--- src/rtl/pipe_collision_ctrl.sv ---
// Collision controller: samples the in-scope pipe and the bird on each game Tick, evaluates
// the overlap one edge later, and confirms a hit over several samples before raising Stop.
module pipe_collision_ctrl #(
   parameter int BIRD_X      = 300,
   parameter int BIRD_SIZE   = 20,
   parameter int FLOOR_Y     = 460,
   parameter int HIT_CONFIRM = 2
) (
   input  logic       clk,
   input  logic       reset,
   input  logic       Tick,
   input  logic       Q_Count,
   input  logic       Ack,
   input  logic [9:0] X_Edge_L,
   input  logic [9:0] X_Edge_R,
   input  logic [9:0] Gap_Top,
   input  logic [9:0] Gap_Bot,
   input  logic [9:0] Bird_Y,
   input  logic [3:0] Score,
   output logic       Stop,
   output logic [3:0] Final_Score,
   output logic [3:0] Best_Score,
   output logic       Q_Idle,
   output logic       Q_Check,
   output logic       Q_Hit
);

   typedef enum logic [2:0] {
      S_IDLE  = 3'b001,
      S_CHECK = 3'b010,
      S_HIT   = 3'b100
   } state_e;

   localparam logic [10:0] BIRD_L       = 11'(BIRD_X);
   localparam logic [10:0] BIRD_R       = 11'(BIRD_X + BIRD_SIZE - 1);
   localparam logic [10:0] BIRD_EXT     = 11'(BIRD_SIZE - 1);
   localparam logic [10:0] FLOOR_ROW    = 11'(FLOOR_Y);
   localparam logic [10:0] X_MAX        = 11'd639;
   localparam logic [2:0]  CONFIRM_LAST = 3'(HIT_CONFIRM - 1);

   state_e      state_q, state_d;
   logic        stop_q, stop_d;
   logic [2:0]  hit_cnt_q, hit_cnt_d;
   logic        sample_valid_q, sample_valid_d;
   logic [9:0]  x_l_q, x_l_d, x_r_q, x_r_d;
   logic [9:0]  gap_top_q, gap_top_d, gap_bot_q, gap_bot_d;
   logic [9:0]  bird_y_q, bird_y_d;
   logic [3:0]  score_q, score_d;
   logic [3:0]  final_q, final_d, best_q, best_d;

   logic [10:0] xl, xr, bird_top, bird_bot;
   logic        x_hit, y_hit, floor_hit, overlap;

   // Evaluation on the registered sample; all arithmetic in 11 bits so nothing wraps.
   always_comb begin
      xl       = {1'b0, x_l_q};
      xr       = {1'b0, x_r_q};
      bird_top = {1'b0, bird_y_q};
      bird_bot = bird_top + BIRD_EXT;
      if (xl <= xr) begin
         x_hit = (BIRD_L <= xr) && (BIRD_R >= xl);
      end else begin
         // Pipe straddles the screen edge: test [L,639] and [0,R] separately.
         x_hit = ((BIRD_L <= X_MAX) && (BIRD_R >= xl)) || (BIRD_L <= xr);
      end
      y_hit     = (bird_top < {1'b0, gap_top_q}) || (bird_bot > {1'b0, gap_bot_q});
      floor_hit = bird_bot >= FLOOR_ROW;
      overlap   = (x_hit && y_hit) || floor_hit;
   end

   // NOTE: every _d gets a default first, so no path through the case can infer a latch.
   always_comb begin
      state_d        = state_q;
      stop_d         = stop_q;
      hit_cnt_d      = hit_cnt_q;
      sample_valid_d = 1'b0;
      x_l_d          = x_l_q;
      x_r_d          = x_r_q;
      gap_top_d      = gap_top_q;
      gap_bot_d      = gap_bot_q;
      bird_y_d       = bird_y_q;
      score_d        = score_q;
      final_d        = final_q;
      best_d         = best_q;

      case (state_q)
         S_IDLE: begin
            stop_d    = 1'b0;
            hit_cnt_d = '0;
            if (Q_Count) state_d = S_CHECK;
         end
         S_CHECK: begin
            if (!Q_Count) begin
               state_d   = S_IDLE;
               hit_cnt_d = '0;
            end else begin
               if (Tick) begin
                  x_l_d          = X_Edge_L;
                  x_r_d          = X_Edge_R;
                  gap_top_d      = Gap_Top;
                  gap_bot_d      = Gap_Bot;
                  bird_y_d       = Bird_Y;
                  score_d        = Score;
                  sample_valid_d = 1'b1;
               end
               if (sample_valid_q) begin
                  if (overlap && (hit_cnt_q == CONFIRM_LAST)) begin
                     state_d   = S_HIT;
                     stop_d    = 1'b1;
                     hit_cnt_d = '0;
                     final_d   = score_q;
                     if (score_q > best_q) best_d = score_q;
                  end else if (overlap) begin
                     hit_cnt_d = hit_cnt_q + 3'd1;
                  end else begin
                     hit_cnt_d = '0;
                  end
               end
            end
         end
         S_HIT: begin
            stop_d = 1'b1;
            if (Ack) begin
               state_d = S_IDLE;
               stop_d  = 1'b0;
            end
         end
         default: begin
            state_d   = S_IDLE;
            stop_d    = 1'b0;
            hit_cnt_d = '0;
         end
      endcase
   end

   // NOTE: sequential state uses non-blocking assignments so all registers update together.
   always_ff @(posedge clk or posedge reset) begin
      if (reset) begin
         state_q        <= S_IDLE;
         stop_q         <= 1'b0;
         hit_cnt_q      <= '0;
         sample_valid_q <= 1'b0;
         x_l_q          <= '0;
         x_r_q          <= '0;
         gap_top_q      <= '0;
         gap_bot_q      <= '0;
         bird_y_q       <= '0;
         score_q        <= '0;
         final_q        <= '0;
         best_q         <= '0;
      end else begin
         state_q        <= state_d;
         stop_q         <= stop_d;
         hit_cnt_q      <= hit_cnt_d;
         sample_valid_q <= sample_valid_d;
         x_l_q          <= x_l_d;
         x_r_q          <= x_r_d;
         gap_top_q      <= gap_top_d;
         gap_bot_q      <= gap_bot_d;
         bird_y_q       <= bird_y_d;
         score_q        <= score_d;
         final_q        <= final_d;
         best_q         <= best_d;
      end
   end

   assign Stop        = stop_q;
   assign Final_Score = final_q;
   assign Best_Score  = best_q;
   assign Q_Idle      = state_q[0];
   assign Q_Check     = state_q[1];
   assign Q_Hit       = state_q[2];

endmodule

--- config.mk ---
export PLATFORM = sky130hd
export DESIGN_NAME = pipe_collision_ctrl
export DESIGN_NICKNAME = d
export VERILOG_FILES = /design/src/rtl/pipe_collision_ctrl.sv
export SDC_FILE = /design/constraint.sdc
export NUM_CORES = 1
export LEC_CHECK = 0
export ABC_AREA = 1
export BUFFER_PORTS_ARGS = -buffer_cell sky130_fd_sc_hd__buf_4
export CAP_MARGIN = 20
export CORE_MARGIN = 3
export CORE_UTILIZATION = 45
export CTS_CLUSTER_DIAMETER = 120
export DETAILED_ROUTE_END_ITERATION = 10
export PLACE_DENSITY = 0.66
export SLEW_MARGIN = 10
export SYNTH_ARGS = -nofsm -noshare
export SYNTH_HDL_FRONTEND = slang
export SYNTH_SLANG_ARGS = --single-unit
--- constraint.sdc ---
create_clock -name clk -period 4.84 [get_ports clk]
set_input_delay 0.726 -clock clk [delete_from_list [all_inputs] [get_ports clk]]
set_output_delay 0.726 -clock clk [all_outputs]
set_load 0.005 [all_outputs]
# After elaboration in Yosys (flattened, before gate mapping)
# Index checks and enable logic that the tools add are counted.
[totals]
ff_bits = 70
out_inout_bits = 12
latchBits = 0
in_bits = 59
memories = 0
mem_bits_ro = 0
ram_bits = 0
[op_classes]
div_mod_pow = 0
add_sub_neg = 2
bitwise = 1
n_mul = 0
reduce_logical = 12
n_shift = 0
mux = 20
order_cmp = 7
eq_ne = 11
[ops]
columns = ["cell", "n"]
rows = [
  ["2-to-1 mux 3 bit", 9],
  ["adder 10 x 5 -> 11 bit (second input constant)", 1],
  ["greater-or-equal comparator 11 x 9 -> 1 bit (second input constant)", 1],
  ["greater-than comparator 11 x 10 -> 1 bit", 1],
  ["greater-or-equal comparator 9 x 10 -> 1 bit (first input constant)", 1],
  ["<= comparator 10 bit", 1],
  ["<= comparator 9 x 10 -> 1 bit (first input constant)", 1],
  ["< comparator 10 bit", 1],
  ["!= test 2 bit (second input constant)", 5],
  ["case mux 3 bit (3 select lines)", 1],
  ["2-to-1 mux 1 bit", 8],
  ["AND reduction 4 bit", 2],
  ["== test 3 x 1 -> 1 bit (second input constant)", 2],
  ["!= test 3 bit (second input constant)", 2],
  ["case mux 3 bit (2 select lines)", 1],
  ["AND reduction 3 bit", 2],
  ["AND reduction 5 bit", 1],
  ["greater-than comparator 4 bit", 1],
  ["adder 3 x 1 -> 3 bit (second input constant)", 1],
  ["== test 3 x 2 -> 1 bit (second input constant)", 1],
  ["== test 3 bit (second input constant)", 1],
  ["logical AND 1 bit", 3],
  ["logical OR 1 bit", 3],
  ["case mux 1 bit (2 select lines)", 1],
  ["2 further kinds", 2],
]

# Longest topological paths before layout
[depth]
ltp_word = 10
ltp_mapped = 26
ltp_nobuf = 26

# Least setup slack after synthesis
# Ideal clock, no wire load.
[synth_path]
path_kind = "flip-flop to flip-flop"
start = "reg bird_y_q[0]"
end = "reg stop_q, in the netlist Stop"
stages_incl_launch_ff = 24
t_arrival_ns = 2.392
synth_period_minus_slack_ns = 2.509
path_slack_ns = 2.331
t_required_ns = 4.723
path_buffers = 0
path_cell_list = "dfrtp_1 inv_2 ha_1 inv_1 nand3_2 nand2_2 nand2_1 o21ai_0 o21ai_0 inv_1 ha_1 a21o_1 a21oi_1 nand2_1 nand2_1 nand2_1 nand2_1 inv_1 nor2_2 nor2_4 nand3_4 nand2_4 inv_2 nand2_2"
[synth_between]
elab_chain_len = 8
[synth_lines]
columns = ["item", "line", "rtl"]
rows = [
  ["start, declared", "47", "logic [9:0] bird_y_q, bird_y_d;"],
  ["start signal, assigned", "160", "bird_y_q <= bird_y_d;"],
  ["adder 10 x 5 -> 11 bit", "59", "bird_bot = bird_top + BIRD_EXT;"],
  ["greater-than comparator 11 x 10 -> 1 bit", "66", "y_hit = (bird_top < {1'b0, gap_top_q}) || (bird_bot > {1'b0, gap_bot_q});"],
  ["logical OR 1 bit", "66", ""],
  ["logical AND 1 bit", "68", "overlap = (x_hit && y_hit) || floor_hit;"],
  ["logical OR 1 bit *", "68", ""],
  ["logical AND 1 bit *", "107", "if (overlap && (hit_cnt_q == CONFIRM_LAST)) begin"],
  ["!= test 2 bit (no line) *", "n/a", ""],
  ["AND reduction 3 bit (no line) *", "n/a", ""],
  ["end signal, assigned", "153", "stop_q <= stop_d;"],
  ["end, declared", "42", "logic stop_q, stop_d;"],
]
# Every way passes the cells marked *; elsewhere a longest branch is shown, timed or not.
# A chain may end at the register's enable or synchronous reset.

# Worst setup path in the final report
# Same ends and word-level chain as after synthesis.

==> summary.md <==
| Metric | Value |
|---|---|
| Largest net degree at the start of global routing | `57` |
| CP peak stage delay | `380 ps` |
| Critical-path cell list | `inv_2, ha_1, inv_1, nand3_2, nand2_2, nand2_1, o21ai_0, o21ai_0, inv_1, ha_1, a21o_1, a21oi_1, nand2_1, nand2_1, nand2_1, nand2_1, inv_1, nor2_2, nor2_4, nand3_4, nand2_4, inv_2, nand2_2` |
| Synth cell types | `33` |
| Grt met3 use | `2.780%` |
| FF+latch count, synth | `70` |
| GRT Max-Usage Layer | `met2` |
| Hold Path Class | `input port to async pin` |
| PwrDens | `587.5 nW/um^2` |
| Share of cells above drive strength 1 | `21.80%` |
| DP HPWL | `6296 um` |
| Via density | `4.798` |
| IO Pins | `71` |
| Critical path's top delay family | `simple AND/OR/NAND/NOR gates` |
| Mean post-synth cell area | `7.987 um^2` |
| Tmin final | `2904 ps` |
| FFs w/ async S/R, synth | `100.0%` |
| Post-CTS sizing | `0` |
| Syn Inst Count | `501` |
| Part of the power in combinational logic | `48.2%` |
| Clock Pin Slew Worst Setup and Hold Paths | `80 ps` |
| Slew HR | `42.84%` |
| Synth warnings | `0` |
| Cell mode on critical path | `nand2_1` |
| Finished Core Util | `57.12%` |
| N_diodes | `0` |
| Most used DFF post-synth | `dfrtp_1` |
| Slew at the pin with the worst max-slew slack | `857.5 ps` |
| Dpl cells | `667` |
| Final Net Count | `668` |
| Leading area contributor after synthesis | `dfrtp_1` |
| Area delta synth->final | `20.23%` |
| DRC violations left | `0` |
| Post-CTS Hold Buffers | `0` |
| Std cell rows | `33` |
| Total gr overflow | `0` |
| Setup crit start kind | `register` |
| Final Slew Violations | `0` |
| Core footprint | `8423 um^2` |
| Fin cells | `683` |
| Postcts setup bufs | `0` |
| Crit share post-route | `60.00%` |
| Clock buffer depth | `2` |
| Initial antenna violation count | `0` |
| Final WL | `8240 um` |
| Worst slack at placement | `1987 ps` |
| Seq pwr share | `34.5%` |
| Power, Total | `2.827 mW` |
| Skew-Pair Late Insertion Delay | `340 ps` |
| Static Leakage | `2.599 nW` |
| CTS Buf Count | `9` |
| DR WL/cell | `12.06 um` |
| CP Data Required Time | `5080 ps` |
| Status | `finished, final reports clean` |
| Number of synthesized flops with an enable pin | `0` |
| Routed Antenna Nets | `0` |
| Critical path type | `register to register` |
| Commonest cells after routing, fill and taps aside | `176 x nand2_1, 72 x buf_4, 69 x dfrtp_1` |
| Vias post-DR | `3277` |
| Synth Net Count | `596` |
| Final Skew | `10.28 ps` |
| Setup ws final | `1936 ps` |
| Global-route wire length before repair | `14400 um` |
| Number of port buffers | `70` |
| Clk sinks | `70` |
| Clock group share of total power | `17.4%` |
| Placer's final routability congestion estimate | `0.8503` |
| # setup viols final | `0` |
| Switching portion of total power | `41.83%` |
| Htree depth | `3` |
| RSZ-0062 raised after global routing | `false` |
| Max capacitance violation total | `0` |
| CTS tree | `yes` |
| Endpoint class of the critical path | `register` |
| Die Wd | `100.3 um` |
| Vias in the first global route | `3255` |
| Register area share after synthesis | `43.81%` |
| Bufs and invs on worst path | `5` |
| Worst-path fanout max | `6` |
| Worst path slowest cell | `dfrtp_1` |
| Most common cell after layout, fill and taps aside | `nand2_1` |
| Top-area cell type share of the netlist area | `43.15%` |
| Starting Density | `47.50%` |
| Die footprint | `10060 um^2` |
| 1st-iter DRT viols | `136` |
| Post-Syn Area | `4001 um^2` |
| Critical path arrival | `3150 ps` |
| VDD IR max | `0.2236 mV` |
| Sw Pwr | `1.182 mW` |
| CTS Root Cell | `clkbuf_8` |
| Final Hold Viols | `0` |
| Tot GR Track Use | `17.79%` |
| Router iterations before antenna repair | `5` |
| GR Util met1 | `24.02%` |
| Sum Neg Setup Slack | `0 ps` |
| Die height | `100.3 um` |
| Max Clk Rate | `344.3 MHz` |
| Global routing usage on met2 | `28.95%` |
| Largest cells by area after synthesis | `dfrtp_1 43%, nand2_1 17%, ha_1 11%` |
| Int Power | `1.644 mW` |
-- cells by family (layout without fill, tap and decap cells) --
kind of cell	Yosys count	count (layout)	synth area share, %
compound gates	62	62	8.193
xor+xnor	4	4	0.8757
fa+ha+maj	36	36	11.26
buf+inv	87	164	8.912
flops	70	70	43.81
simple gates	242	242	26.95
-- sequential cells by signal (all words and copies together), names as in the netlist --
| name | cells |
|---|---|
| Stop | 1 |
| bird_y_q | 10 |
| gap_bot_q | 10 |
| Final_Score | 4 |
| state_q | 3 |
| gap_top_q | 10 |
| x_r_q | 10 |
| hit_cnt_q | 3 |
| x_l_q | 10 |
| sample_valid_q | 1 |
| score_q | 4 |
| Best_Score | 4 |
-- synthesized netlist by cell type (2+ instances only) --
cell and n:
ha_1 36, buf_2 3, nor2_1 14, nand3_2 6
xnor2_1 2, o21ai_1 42, xor2_1 2, inv_1 66
a21oi_1 10, o21ai_0 3, a21o_1 3, inv_2 10
o21bai_1 2, nand2_2 9, nand3_1 18, buf_4 7
nand4_1 5, nand2_1 176, nor2_2 3, dfrtp_1 69
nor2_4 3
-- routing by layer --
layer	share of wire [%]	wire length [um]
met5	0	0
met4	1.3	108
met3	4.4	360
met2	47	3860
met1	47	3911
-- power by group through the flow --
stage	Clock (mW)	Combinational (mW)	Sequential (mW)
after global placement	0	1.32	0.977
final	0.491	1.36	0.975
after detailed placement	0	1.36	0.987
after floorplan	0	1.08	0.941
after CTS	0.505	1.38	0.976
after global routing	0.528	1.62	1.01
-- metrics by stage --
| stage | hold WS, ps | area (um^2) |
|---|---|---|
| final | 340.6 | 4811 |
| after global routing | 362.3 | 4811 |
| after global placement | 468.2 | 4602 |
| after detailed placement | 476.2 | 4602 |
| after floorplan | 449.2 | 4001 |
| after CTS | 342.8 | 4811 |
-- layout make-up --
cell class | instances | area (um^2)
inverters | 76 | 285.3
flip-flops and latches | 70 | 1753
clock buffers | 11 | 151.4
multi-input cells | 344 | 1892
repair buffers | 72 | 540.5
clock inverters | 5 | 57.56
fillers | 805 | 3612
well taps | 105 | 131.4
-- final timing paths --
| kind | start | end | slack (ps) | cells past startpoint |
|---|---|---|---|---|
| worst max-delay path | bird_y_q[0] | Stop | 1940 | 23 |
| worst min-delay path | reset | score_q[2] | 340 | 2 |
| worst max register to register | bird_y_q[0] | Stop | 1940 | 23 |
| worst min register to register | x_l_q[1] | x_l_q[1] | 490 | 2 |
| max in group asynchronous | reset | x_r_q[8] | 3470 | 3 |
| min in group clk | x_l_q[1] | x_l_q[1] | 490 | 2 |
Power figures use the tool's default switching activity.
